## src/rtl/ula_seq.sv

```systemverilog
// Clocked MIPS EX-stage ALU: single-cycle logic/arith ops plus iterative
// multiply/divide into HI/LO behind a start/busy/done handshake.
module ula_seq #(
  parameter int unsigned WIDTH = 32,
  parameter int unsigned CNT_W = 6
) (
  input  logic             clk,
  input  logic             rst_n,
  input  logic             start,
  input  logic [3:0]       op,
  input  logic [WIDTH-1:0] a,
  input  logic [WIDTH-1:0] b,
  output logic [WIDTH-1:0] s,
  output logic             z,
  output logic             ovf,
  output logic [WIDTH-1:0] hi,
  output logic [WIDTH-1:0] lo,
  output logic             busy,
  output logic             done,
  output logic             div_zero,
  output logic             brk
);

  localparam logic [1:0] IDLE = 2'd0;
  localparam logic [1:0] RUN  = 2'd1;
  localparam logic [1:0] FIN  = 2'd2;

  localparam logic [3:0] OP_AND   = 4'b0000;
  localparam logic [3:0] OP_OR    = 4'b0001;
  localparam logic [3:0] OP_ADD   = 4'b0010;
  localparam logic [3:0] OP_XOR   = 4'b0011;
  localparam logic [3:0] OP_ADDU  = 4'b0100;
  localparam logic [3:0] OP_SUBU  = 4'b0101;
  localparam logic [3:0] OP_SUB   = 4'b0110;
  localparam logic [3:0] OP_SLT   = 4'b0111;
  localparam logic [3:0] OP_MULT  = 4'b1000;
  localparam logic [3:0] OP_MULTU = 4'b1001;
  localparam logic [3:0] OP_SLTU  = 4'b1010;
  localparam logic [3:0] OP_DIV   = 4'b1011;
  localparam logic [3:0] OP_NOR   = 4'b1100;
  localparam logic [3:0] OP_DIVU  = 4'b1101;
  localparam logic [3:0] OP_MFHL  = 4'b1110;
  localparam logic [3:0] OP_BRK   = 4'b1111;

  logic [1:0]         state, state_nxt;
  logic [CNT_W-1:0]   cnt;
  logic [WIDTH-1:0]   acc_hi, acc_lo, m;
  logic               is_div_r, neg_lo_r, neg_hi_r, dz_r;

  logic               is_mul_op, is_div_op, sgn_op, a_neg, b_neg;
  logic [WIDTH-1:0]   abs_a, abs_b;
  logic [WIDTH-1:0]   sum, diff, alu_s;
  logic               alu_ovf;
  logic [WIDTH:0]     mul_sum, div_try;
  logic [WIDTH-1:0]   step_hi, step_lo, fin_hi, fin_lo;
  logic [2*WIDTH-1:0] prod, prod_neg;

  assign is_mul_op = (op == OP_MULT) || (op == OP_MULTU);
  assign is_div_op = (op == OP_DIV) || (op == OP_DIVU);
  assign sgn_op    = (op == OP_MULT) || (op == OP_DIV);
  assign a_neg     = sgn_op && a[WIDTH-1];
  assign b_neg     = sgn_op && b[WIDTH-1];
  assign abs_a     = a_neg ? -a : a;
  assign abs_b     = b_neg ? -b : b;

  // State register
  always_ff @(posedge clk) begin
    if (!rst_n) state <= IDLE;
    else        state <= state_nxt;
  end

  // Next-state logic; a zero divisor bypasses the iteration phase
  always_comb begin
    state_nxt = state;
    case (state)
      IDLE: begin
        if (start && is_mul_op)      state_nxt = RUN;
        else if (start && is_div_op) state_nxt = (b == '0) ? FIN : RUN;
      end
      RUN:     if (cnt == CNT_W'(WIDTH - 1)) state_nxt = FIN;
      FIN:     state_nxt = IDLE;
      default: state_nxt = IDLE;
    endcase
  end

  // Single-cycle operations
  assign sum  = a + b;
  assign diff = a - b;

  always_comb begin
    alu_s   = '0;
    alu_ovf = 1'b0;
    case (op)
      OP_AND:  alu_s = a & b;
      OP_OR:   alu_s = a | b;
      OP_ADD: begin
        alu_s   = sum;
        alu_ovf = (a[WIDTH-1] == b[WIDTH-1]) && (sum[WIDTH-1] != a[WIDTH-1]);
      end
      OP_XOR:  alu_s = a ^ b;
      OP_ADDU: alu_s = sum;
      OP_SUBU: alu_s = diff;
      OP_SUB: begin
        alu_s   = diff;
        alu_ovf = (a[WIDTH-1] != b[WIDTH-1]) && (diff[WIDTH-1] != a[WIDTH-1]);
      end
      OP_SLT:  alu_s = {{(WIDTH-1){1'b0}}, ($signed(a) < $signed(b))};
      OP_SLTU: alu_s = {{(WIDTH-1){1'b0}}, (a < b)};
      OP_NOR:  alu_s = ~(a | b);
      OP_MFHL: alu_s = b[0] ? hi : lo;
      default: alu_s = '0;
    endcase
  end

  // One shift-add or restoring-divide iteration on the shared accumulator
  assign mul_sum = {1'b0, acc_hi} + (acc_lo[0] ? {1'b0, m} : '0);
  assign div_try = {acc_hi, acc_lo[WIDTH-1]} - {1'b0, m};

  always_comb begin
    step_hi = {mul_sum[WIDTH:1]};
    step_lo = {mul_sum[0], acc_lo[WIDTH-1:1]};
    if (is_div_r) begin
      if (!div_try[WIDTH]) begin
        step_hi = div_try[WIDTH-1:0];
        step_lo = {acc_lo[WIDTH-2:0], 1'b1};
      end else begin
        step_hi = {acc_hi[WIDTH-2:0], acc_lo[WIDTH-1]};
        step_lo = {acc_lo[WIDTH-2:0], 1'b0};
      end
    end
  end

  // Sign fix-up of the magnitude result
  assign prod     = {acc_hi, acc_lo};
  assign prod_neg = -prod;

  always_comb begin
    fin_hi = hi;
    fin_lo = lo;
    if (!dz_r) begin
      if (is_div_r) begin
        fin_lo = neg_lo_r ? -acc_lo : acc_lo;
        fin_hi = neg_hi_r ? -acc_hi : acc_hi;
      end else begin
        fin_hi = neg_lo_r ? prod_neg[2*WIDTH-1:WIDTH] : acc_hi;
        fin_lo = neg_lo_r ? prod_neg[WIDTH-1:0]       : acc_lo;
      end
    end
  end

  // Datapath and registered outputs
  always_ff @(posedge clk) begin
    if (!rst_n) begin
      s        <= '0;
      z        <= 1'b1;
      ovf      <= 1'b0;
      hi       <= '0;
      lo       <= '0;
      busy     <= 1'b0;
      done     <= 1'b0;
      div_zero <= 1'b0;
      brk      <= 1'b0;
      cnt      <= '0;
      acc_hi   <= '0;
      acc_lo   <= '0;
      m        <= '0;
      is_div_r <= 1'b0;
      neg_lo_r <= 1'b0;
      neg_hi_r <= 1'b0;
      dz_r     <= 1'b0;
    end else begin
      done     <= 1'b0;
      brk      <= 1'b0;
      div_zero <= 1'b0;
      busy     <= (state_nxt != IDLE);
      case (state)
        IDLE: begin
          if (start) begin
            if (is_mul_op) begin
              acc_hi   <= '0;
              acc_lo   <= abs_b;
              m        <= abs_a;
              is_div_r <= 1'b0;
              neg_lo_r <= a_neg ^ b_neg;
              neg_hi_r <= 1'b0;
              dz_r     <= 1'b0;
              cnt      <= '0;
            end else if (is_div_op) begin
              acc_hi   <= '0;
              acc_lo   <= abs_a;
              m        <= abs_b;
              is_div_r <= 1'b1;
              neg_lo_r <= a_neg ^ b_neg;
              neg_hi_r <= a_neg;
              dz_r     <= (b == '0);
              cnt      <= '0;
            end else if (op == OP_BRK) begin
              ovf  <= 1'b0;
              brk  <= 1'b1;
              done <= 1'b1;
            end else begin
              s    <= alu_s;
              z    <= (alu_s == '0);
              ovf  <= alu_ovf;
              done <= 1'b1;
            end
          end
        end
        RUN: begin
          acc_hi <= step_hi;
          acc_lo <= step_lo;
          cnt    <= cnt + CNT_W'(1);
        end
        FIN: begin
          hi       <= fin_hi;
          lo       <= fin_lo;
          s        <= fin_lo;
          z        <= (fin_lo == '0);
          ovf      <= 1'b0;
          done     <= 1'b1;
          div_zero <= dz_r;
        end
        default: ;
      endcase
    end
  end

endmodule

```

## config.mk

```make
export PLATFORM = sky130hd
export DESIGN_NAME = ula_seq
export DESIGN_NICKNAME = d
export VERILOG_FILES = /design/src/rtl/ula_seq.sv
export SDC_FILE = /design/constraint.sdc
export NUM_CORES = 1
export LEC_CHECK = 0
export ABC_AREA = 1
export CELL_PAD_IN_SITES_DETAIL_PLACEMENT = 0
export CELL_PAD_IN_SITES_GLOBAL_PLACEMENT = 1
export CORE_MARGIN = 4
export CORE_UTILIZATION = 40
export DETAILED_ROUTE_END_ITERATION = 7
export PLACE_DENSITY = 0.77
export SLEW_MARGIN = 5
export SYNTH_ARGS = -nofsm -noshare
export SYNTH_HDL_FRONTEND = slang
export SYNTH_SLANG_ARGS = --single-unit
```

## constraint.sdc

```tcl
create_clock -name clk -period 3.4 [get_ports clk]
set_input_delay 0.34 -clock clk [delete_from_list [all_inputs] [get_ports clk]]
set_output_delay 0.34 -clock clk [all_outputs]
set_load 0.005 [all_outputs]
```

Word level (Yosys, flattened, before mapping)
Index checks and enable logic that the tools add are counted.
- register bits: 210
- bits of input ports: 71
- add/sub/neg operators: 10
- reductions and logical operators: 27
- equal/unequal tests: 27
- mux-type cells: 64
- magnitude comparators: 2
- bitwise logic cells: 9
- operators by type and width (cell ; count):
    2-to-1 mux 32 bit ; 26
    one-hot mux 32 bit (9 select lines) ; 1
    one-hot mux 32 bit (2 select lines) ; 3
    negator 32 bit ; 4
    logical NOT 32 bit ; 3
    < comparator 32 bit ; 2
    negator 64 bit ; 1
    adder 32 x 32 -> 33 bit ; 1
    subtractor 33 x 32 -> 33 bit ; 1
    adder 32 bit ; 1
    AND 32 bit ; 1
    == test 4 bit, second input constant ; 8
    inverter 32 bit ; 1
    bitwise OR 32 bit ; 1
    subtractor 32 bit ; 1
    XOR 32 bit ; 1
    2-to-1 mux 1 bit ; 21
    2-to-1 mux 6 bit ; 3
    == test 4 x 3 -> 1 bit, second input constant ; 4
    one-hot mux 6 bit (2 select lines) ; 1
    == test 4 x 2 -> 1 bit, second input constant ; 2
    2-to-1 mux 2 bit ; 4
    inequality test 2 bit, second input constant ; 4
    one-hot mux 1 bit (2 select lines) ; 4
    other kinds (22) ; 40

Logic depth before layout (Yosys ltp)
Gate-level depths: netlist of run 1.
- depth after elaboration: 9
- gate-level depth with buffers: 24

Worst setup path before layout of run 1
OpenSTA, ideal clock, no wires.
- kind: flip-flop to flip-flop
- from: register acc_lo[0]
- to: register acc_hi[17]
- setup time: 0.070 ns
- data required time: 3.330 ns
- setup slack: 0.703 ns
- stages on the path, launching flop included: 22
- arrival: 2.627 ns
- path through: dfxtp_1 -> buf_2 -> clkbuf_1 -> nand2_1 -> inv_1 -> ha_1 -> fa_1 -> nand2_1 -> o21ai_1 -> a21boi_0 -> inv_1 -> nand2_1 -> nand2_1 -> a21oi_2 -> nor2_1 -> nor2_1 -> nand2_1 -> nand3_1 -> nand2_1 -> inv_1 -> nand2_1 -> a21oi_1
- word-level cells in the longest chain between the ends: 4
- ends and longest elaborated chain (element ; RTL line ; RTL):
    start, declared ; 47 ; logic [WIDTH-1:0] acc_hi, acc_lo, m;
    start signal, assigned ; 181 ; acc_lo <= abs_b;
    start signal, assigned ; 190 ; acc_lo <= abs_a;
    start signal, assigned ; 211 ; acc_lo <= step_lo;
    2-to-1 mux 32 bit ; 116 ; assign mul_sum = {1'b0, acc_hi} + (acc_lo[0] ? {1'b0, m} : '0);
    adder 32 x 32 -> 33 bit ; 116 ;
    2-to-1 mux 32 bit ; 122 ; if (is_div_r) begin
    one-hot mux 32 bit (2 select lines) ; 176 ; case (state)
    end signal, assigned ; 210 ; acc_hi <= step_hi;
    end, declared ; 47 ;
No other way between the ends.
A chain may end at the register's enable or synchronous reset.

Worst setup path after layout of run 1
- from: input a[3]
- to: register z
- word-level cells in the longest chain between the ends: 9
- elaborated cells on any way between the ends: 15
- those cells by class: 2 x add/sub; 2 x order compare; 6 x mux; 4 x bitwise; 1 x reduce/logical
- ends and longest elaborated chain (element ; RTL line ; RTL):
    start, declared ; 11 ; input logic [WIDTH-1:0] a,
    branches (longest 2 deep; another with subtractor 32 bit) ; -- ;
    one-hot mux 32 bit (9 select lines) (*) ; 93 ; case (op)
    logical NOT 32 bit (*) ; 203 ; z <= (alu_s == '0);
    2-to-1 mux 1 bit (*) ; 197 ; end else if (op == OP_BRK) begin
    2-to-1 mux 1 bit (*) ; 188 ; end else if (is_div_op) begin
    2-to-1 mux 1 bit (*) ; 179 ; if (is_mul_op) begin
    2-to-1 mux 1 bit (*) ; 178 ; if (start) begin
    one-hot mux 1 bit (2 select lines) (*) ; 176 ;
    end signal, assigned ; 203 ;
    end signal, assigned ; 218 ; z <= (fin_lo == '0);
    end, declared ; 14 ; output logic z,
Mark *: on every way between the ends. The select of a mux whose other input is x is not followed.

==> impl_results.md, run 1 <==
- Minimum clock period after layout: 3.22 ns
- Share of cells above drive strength 1: between 10% and 20%
- Final antenna-violating net count: 0
- Synth warn: 0
- Die Footprint: 67,800 µm²
- Number of buffers on the longest clock path: 3
- Mean post-synth cell area: 5.68 µm²
- Global-route wire length before repair: 194 mm
- Routed len/inst: roughly 23 µm
- Overall track demand over capacity in global routing: 38.5%
- Combined area of all synthesized cells: 25,500 µm²
- DR pass1 iterations: 6
- Total of buffers placed on input and output ports: 172
- Depth of the CTS H-tree: 1
- Clock sink total: 210
- Count of routing violations after the opening detailed-route iteration: 3,384
- Design Power: a little over 10 mW
- Worst hold slack after final layout: 0.374 ns
- Maximum number of pins on one net before global-route repair: 82
- Startpoint class of the critical path: input pin
- Global placement routability congestion: 1.10
- Source-to-sink clock delay at the later pin of the worst-skew pair: 0.58 ns
- Final layout net count: 5,282
- RR Startpoint: acc_lo[31]
- CP Data Arrival Time: around 3.7 ns
- Die span in x: 260 µm
- CTS resizes: 0
- Total placed instance area: 31,500 µm²
- Drt via density: 5.44
- Die outline height: 260 µm
- IR drop worst, VDD: 0.437 mV
- Post-route standard cell area excluding fillers: 32,400 µm²
- Total number of placement rows: 92
- Unrepaired setup endpoints after global routing: no
- Area growth, synth to finish: 27.2%
- Final HPWL from detailed placement: 115 mm
- Cell count after synthesis: about 4.5k
- Number of buffers inserted by hold repair at cts: 0
- Worst relative slew slack: about a third
- Max Fanout on Critical Path: 7
- CP startpoint: a[3]
- Number of CTS-inserted buffers: 26
- Register area share after synthesis: 16.5%
- Hold wc startpoint: rst_n
- Part of the cycle the worst path needs: 94.8%
- Final setup skew: about 0.026 ns
- Effective utilization at floorplan: 40.4%
- Async set-or-reset flop fraction in the synthesized netlist: 0%
- Distinct cell type count after synthesis: 71
- Clock Root Buffer: sky130_fd_sc_hd__clkbuf_16
- Antenna violations before repair: 2
- Max-slew violation count: 0
- Post-CTS Setup Inserts: 0
- Class of the tightest hold or removal check: input pin to register
- Status: complete, no violations
- Number of enable-type register cells in the synthesized netlist: 0
- Post-detailed-route DRC marker count: 0
- Critical path required time: slightly below 4 ns
- Power per cell area: 317 nW/µm²
- Static power due to leakage: 16.5 nW
- Top-level port count: 173
- Final setup violating endpoints: 0
- Pin slew with the least headroom to its limit: 0.970 ns
- Primary FF master, synth: sky130_fd_sc_hd__dfxtp_1
- CTS tree: built
- Area inside the core boundary: 63,100 µm²
- Clock transition at the registers of the reported paths: 0.06 ns
- Max Freq: 310 MHz
- Type of the setup path with the least slack: input pin to register
- Maximum capacitance violations: 0
- Remaining global-route overflow: 0
- Post-synth net total: 4,737
- Total length of routed wires: roughly 140 mm
- Final hold violation count: 0
- Crit path capture type: register
- Synthesized flop and latch total: 210
- Total vias in the final route: ~32k
- Number of global-route vias before repair: 30.4k
==> cells by family after synthesis <==
family	synth area share, %
flops	16.5
fa+ha+maj	9.01
compound gates	20.4
buf+inv	13.2
simple gates	37.0
xor+xnor	3.88
==> cells in the mapped netlist, drive strengths merged, types with 24 or more instances <==
library cell | count | area share (%)
a21oi | 329 | 6.5
dfxtp | 210 | 17
nor3 | 52 | 1.1
o21ai | 315 | 6.2
xor2 | 100 | 3.4
or2 | 29 | 0.72
a31oi | 24 | 0.59
o21bai | 25 | 0.75
o211ai | 78 | 2.3
o22ai | 30 | 0.74
nor2 | 492 | 7.8
nand4 | 53 | 1.3
nand3 | 317 | 6.4
ha | 177 | 8.7
buf | 75 | 1.7
nand2 | 1253 | 19
inv | 680 | 10
clkbuf | 89 | 1.4
==> placed cells by master (no fill, tap or decap), types with 12 or more instances in the layout <==
master,count
sky130_fd_sc_hd__ha_1,177
sky130_fd_sc_hd__nand2_2,12
sky130_fd_sc_hd__nand2_1,1241
sky130_fd_sc_hd__clkdlybuf4s50_1,170
sky130_fd_sc_hd__o22ai_1,30
sky130_fd_sc_hd__inv_2,24
sky130_fd_sc_hd__a211oi_1,12
sky130_fd_sc_hd__nor2_2,17
sky130_fd_sc_hd__nor2_1,462
sky130_fd_sc_hd__nor4_1,17
sky130_fd_sc_hd__buf_4,496
sky130_fd_sc_hd__nor3_1,49
sky130_fd_sc_hd__buf_12,14
sky130_fd_sc_hd__o21ai_1,21
sky130_fd_sc_hd__o211ai_1,78
sky130_fd_sc_hd__xor2_1,100
sky130_fd_sc_hd__or2_2,23
sky130_fd_sc_hd__o221ai_1,16
sky130_fd_sc_hd__a31oi_1,24
sky130_fd_sc_hd__nand3_1,310
sky130_fd_sc_hd__nand4_1,52
sky130_fd_sc_hd__dfxtp_1,209
sky130_fd_sc_hd__o21ai_0,292
sky130_fd_sc_hd__o21bai_1,24
sky130_fd_sc_hd__a21oi_1,325
sky130_fd_sc_hd__xnor2_1,13
sky130_fd_sc_hd__clkbuf_16,26
sky130_fd_sc_hd__inv_1,653
==> cell type report <==
type                       instances  area, µm²
antenna                            1       2.50
fill                            6991      30700
clock inverter                    16        211
inverter                         684       2570
multi-input combinational       3427      17900
tap                              846       1060
clock buffer                      32        703
timing repair buffer             681       5710
sequential                       210       4210
==> per-stage QoR <==
stage	std cells	setup WS (ns)	utilization, %	TNS, ns
after floorplan	4485	0.703	-	0
after global placement	5848	-0.357	49.9	-0.488
after detailed placement	5848	-0.348	49.9	-0.494
after CTS	5896	0.220	51.4	0
after global routing	5896	0.0202	51.4	0
final	5897	0.177	51.4	0
==> where the power goes <==
part,total (mW),internal [mW],switching (mW)
clock,3.02,1.78,1.24
combinational,4.58,1.64,2.94
sequential,2.69,2.57,0.127
total,10.3,5.98,4.30
==> worst paths after layout <==
path	to	slack (ns)	cells after the start
worst max-delay path	z	0.18	21
worst min-delay path	m[30]	0.37	3
worst max register to register	acc_hi[15]	0.28	18
worst min register to register	cnt[2]	0.48	2
==> registers in the layout (all words and copies together), names as in the netlist <==
register / count
acc_hi: 32
acc_lo: 32
hi: 32
lo: 32
m: 32
s: 32
cnt: 6
state: 2
brk: 1
busy: 1
div_zero: 1
done: 1
dz_r: 1
is_div_r: 1
neg_hi_r: 1
neg_lo_r: 1
ovf: 1
z: 1
==> critical path, stage by stage <==
cell and delay [ns]:
sky130_fd_sc_hd__clkdlybuf4s50_1 0.50, sky130_fd_sc_hd__inv_2 0.05, sky130_fd_sc_hd__ha_1 0.45, sky130_fd_sc_hd__nand2_1 0.12
sky130_fd_sc_hd__nand2_1 0.12, sky130_fd_sc_hd__nand2_1 0.11, sky130_fd_sc_hd__nand3_1 0.15, sky130_fd_sc_hd__buf_4 0.20
sky130_fd_sc_hd__nand2_1 0.05, sky130_fd_sc_hd__nand2_1 0.17, sky130_fd_sc_hd__nand2_1 0.10, sky130_fd_sc_hd__o21ai_0 0.08
sky130_fd_sc_hd__a21oi_1 0.12, sky130_fd_sc_hd__nand2_1 0.24, sky130_fd_sc_hd__nor2_1 0.28, sky130_fd_sc_hd__nand3_1 0.23
sky130_fd_sc_hd__nor2_1 0.17, sky130_fd_sc_hd__nand2_1 0.07, sky130_fd_sc_hd__nand2_1 0.07, sky130_fd_sc_hd__nand2_1 0.06
sky130_fd_sc_hd__nand2_1 0.06
==> per-layer routing <==
metal,up-vias,GRT usage [%],routed length (µm)
met4,0,28.0,12500
met3,320,4.56,9420
li1,15665,-,-
met5,-,0,0
met1,14724,49.2,55600
met2,1400,60.0,57700
No activity file was read; power rests on OpenSTA's default activity.
==> run 2, diff against run 1 <==
--- a/config.mk
+++ b/config.mk
@@ -6,12 +6,12 @@
 export NUM_CORES = 1
 export LEC_CHECK = 0
 export ABC_AREA = 1
-export CELL_PAD_IN_SITES_DETAIL_PLACEMENT = 0
-export CELL_PAD_IN_SITES_GLOBAL_PLACEMENT = 1
 export CORE_MARGIN = 4
 export CORE_UTILIZATION = 40
 export DETAILED_ROUTE_END_ITERATION = 7
-export PLACE_DENSITY = 0.77
+export MAX_ROUTING_LAYER = met4
+export PLACE_DENSITY = 0.56
+export SKIP_CTS_REPAIR_TIMING = 1
 export SLEW_MARGIN = 5
 export SYNTH_ARGS = -nofsm -noshare
 export SYNTH_HDL_FRONTEND = slang
==> impl_results.md, run 2 (synthesis results as in run 1) <==
- Top-level port count: around 170
- Total vias in the final route: 33.0k
- Final setup skew: 0.0520 ns
- Depth of the CTS H-tree: 1
- Effective utilization at floorplan: roughly 40%
- Summed negative setup slack over all endpoints: 0 ns
- Commonest non-fill, non-tap cell in the layout: sky130_fd_sc_hd__nand2_1
- Overall track demand over capacity in global routing: 41.4%
- Source-to-sink clock delay at the later pin of the worst-skew pair: roughly 0.60 ns
- Max Freq: 302 MHz
- Number of buffers on the longest clock path: 3
- Status: complete, no violations
- Total of buffers placed on input and output ports: about 170
- Drt via density: ~5.5
- Die outline height: 260 µm
- Maximum capacitance violations: 0
- Total number of placement rows: a little over 90
- Remaining global-route overflow: 0
- Final core utilization: around 52%
- Post-detailed-route DRC marker count: 0
- DR pass1 iterations: 8
- Startpoint class of the critical path: input pin
- Die Footprint: between 60,000 and 70,000 µm²
- Total length of routed wires: ~140 mm
- Number of global-route vias before repair: 31.3k
- Final HPWL from detailed placement: around 120 mm
- Critical path required time: 3.94 ns
- Area inside the core boundary: between 60,000 and 70,000 µm²
- Clock transition at the registers of the reported paths: 0.07 ns
- Global-route wire length before repair: approximately 200 mm
- Clock Root Buffer: sky130_fd_sc_hd__clkbuf_16
- Crit path capture type: register
- Final antenna-violating net count: 0
- Share of cells above drive strength 1: between 10% and 20%
- Antenna violations before repair: 3
- Max Fanout on Critical Path: 4
- Global placement routability congestion: 1.10
- Number of CTS-inserted buffers: 26
- Top library cells by usage in the layout, fill and taps aside: sky130_fd_sc_hd__nand2_1, sky130_fd_sc_hd__inv_1, sky130_fd_sc_hd__buf_4
- CTS tree: built
- Maximum number of pins on one net before global-route repair: 84
- Worst relative slew slack: 23.4%
- Routed len/inst: 23.8 µm
- Power per cell area: 321 nW/µm²
- Unrepaired setup endpoints after global routing: no
- Type of the setup path with the least slack: input pin to register
- Part of the cycle the worst path needs: 97.4%
- Pin slew with the least headroom to its limit: 1.14 ns
- Final setup violating endpoints: 0
- Final layout net count: roughly 5.4k
- Area growth, synth to finish: 29.5%
- CP Data Arrival Time: 3.85 ns
- Max-slew violation count: 0
- Final hold violation count: 0
- Class of the tightest hold or removal check: input pin to register
- Static power due to leakage: between 15 and 20 nW
- Die span in x: 260 µm
- IR drop worst, VDD: 0.405 mV
- Minimum clock period after layout: 3.31 ns
- Clock sink total: 210
- Count of routing violations after the opening detailed-route iteration: around 3.6k
-- run 2: final timing paths --
check / from / end / slack, ns / cells after the start
min reg2reg: s[6] / s[6] / 0.48 / 2
max: a[12] / z / 0.09 / 20
min: rst_n / acc_hi[1] / 0.33 / 3
max reg2reg: acc_lo[31] / acc_hi[3] / 0.37 / 18
-- run 2: report_power, final --
group | leakage, nW | total, mW | switching, mW | internal, mW
clock network | 0.460 | 3.10 | 1.26 | 1.85
logic | 14.7 | 4.78 | 3.05 | 1.72
registers | 1.71 | 2.70 | 0.128 | 2.57
total | 16.9 | 10.6 | 4.44 | 6.14
-- run 2: routing by layer --
metal | vias up | GRT usage [%] | part of all wire, %
met2 | 1572 | 64.0 | 44
met4 | 0 | 30.9 | 9.7
li1 | 15800 | - | -
met5 | - | - | 0
met1 | 15243 | 49.1 | 39
met3 | 389 | 5.59 | 7.4
-- run 2: per-stage QoR --
step / total power, mW / hold slack, ns / worst slack, ns / instance area [µm²] / std cells
after global routing: 11.0 / 0.345 / 0.0435 / 33000 / 5967
final: 10.6 / 0.330 / 0.0869 / 33000 / 5968
after CTS: 10.4 / 0.316 / 0.0344 / 33000 / 5966
after global placement: 7.39 / 0.460 / -0.559 / 32000 / 5920
after detailed placement: 7.38 / 0.461 / -0.557 / 32000 / 5920
after floorplan: 5.17 / 0.451 / 0.703 / 25500 / 4485
-- run 2: worst max-delay path, cell delays in order --
cell and delay [ns]:
sky130_fd_sc_hd__clkdlybuf4s50_1 0.52, sky130_fd_sc_hd__inv_1 0.09, sky130_fd_sc_hd__ha_1 0.39, sky130_fd_sc_hd__buf_4 0.19, sky130_fd_sc_hd__nor2_1 0.18, sky130_fd_sc_hd__nand2_1 0.21
sky130_fd_sc_hd__nor2_1 0.29, sky130_fd_sc_hd__nand2_1 0.09, sky130_fd_sc_hd__nand3_1 0.27, sky130_fd_sc_hd__o21ai_0 0.13, sky130_fd_sc_hd__a21oi_1 0.13, sky130_fd_sc_hd__nand2_1 0.21
sky130_fd_sc_hd__nor2_1 0.14, sky130_fd_sc_hd__nand3_1 0.11, sky130_fd_sc_hd__nor2_2 0.20, sky130_fd_sc_hd__buf_4 0.13, sky130_fd_sc_hd__nand2_1 0.05, sky130_fd_sc_hd__nand2_1 0.05
sky130_fd_sc_hd__nand2_1 0.06, sky130_fd_sc_hd__nand2_1 0.06
-- run 2: final cells by class --
type	count	area (µm²)
Fill cell	6792	30100
Multi-Input combinational cell	3427	18000
Timing Repair Buffer	753	6260
Sequential cell	210	4210
Inverter	684	2570
Tap cell	846	1060
Clock buffer	35	744
Clock inverter	11	195
Antenna cell	2	5.00
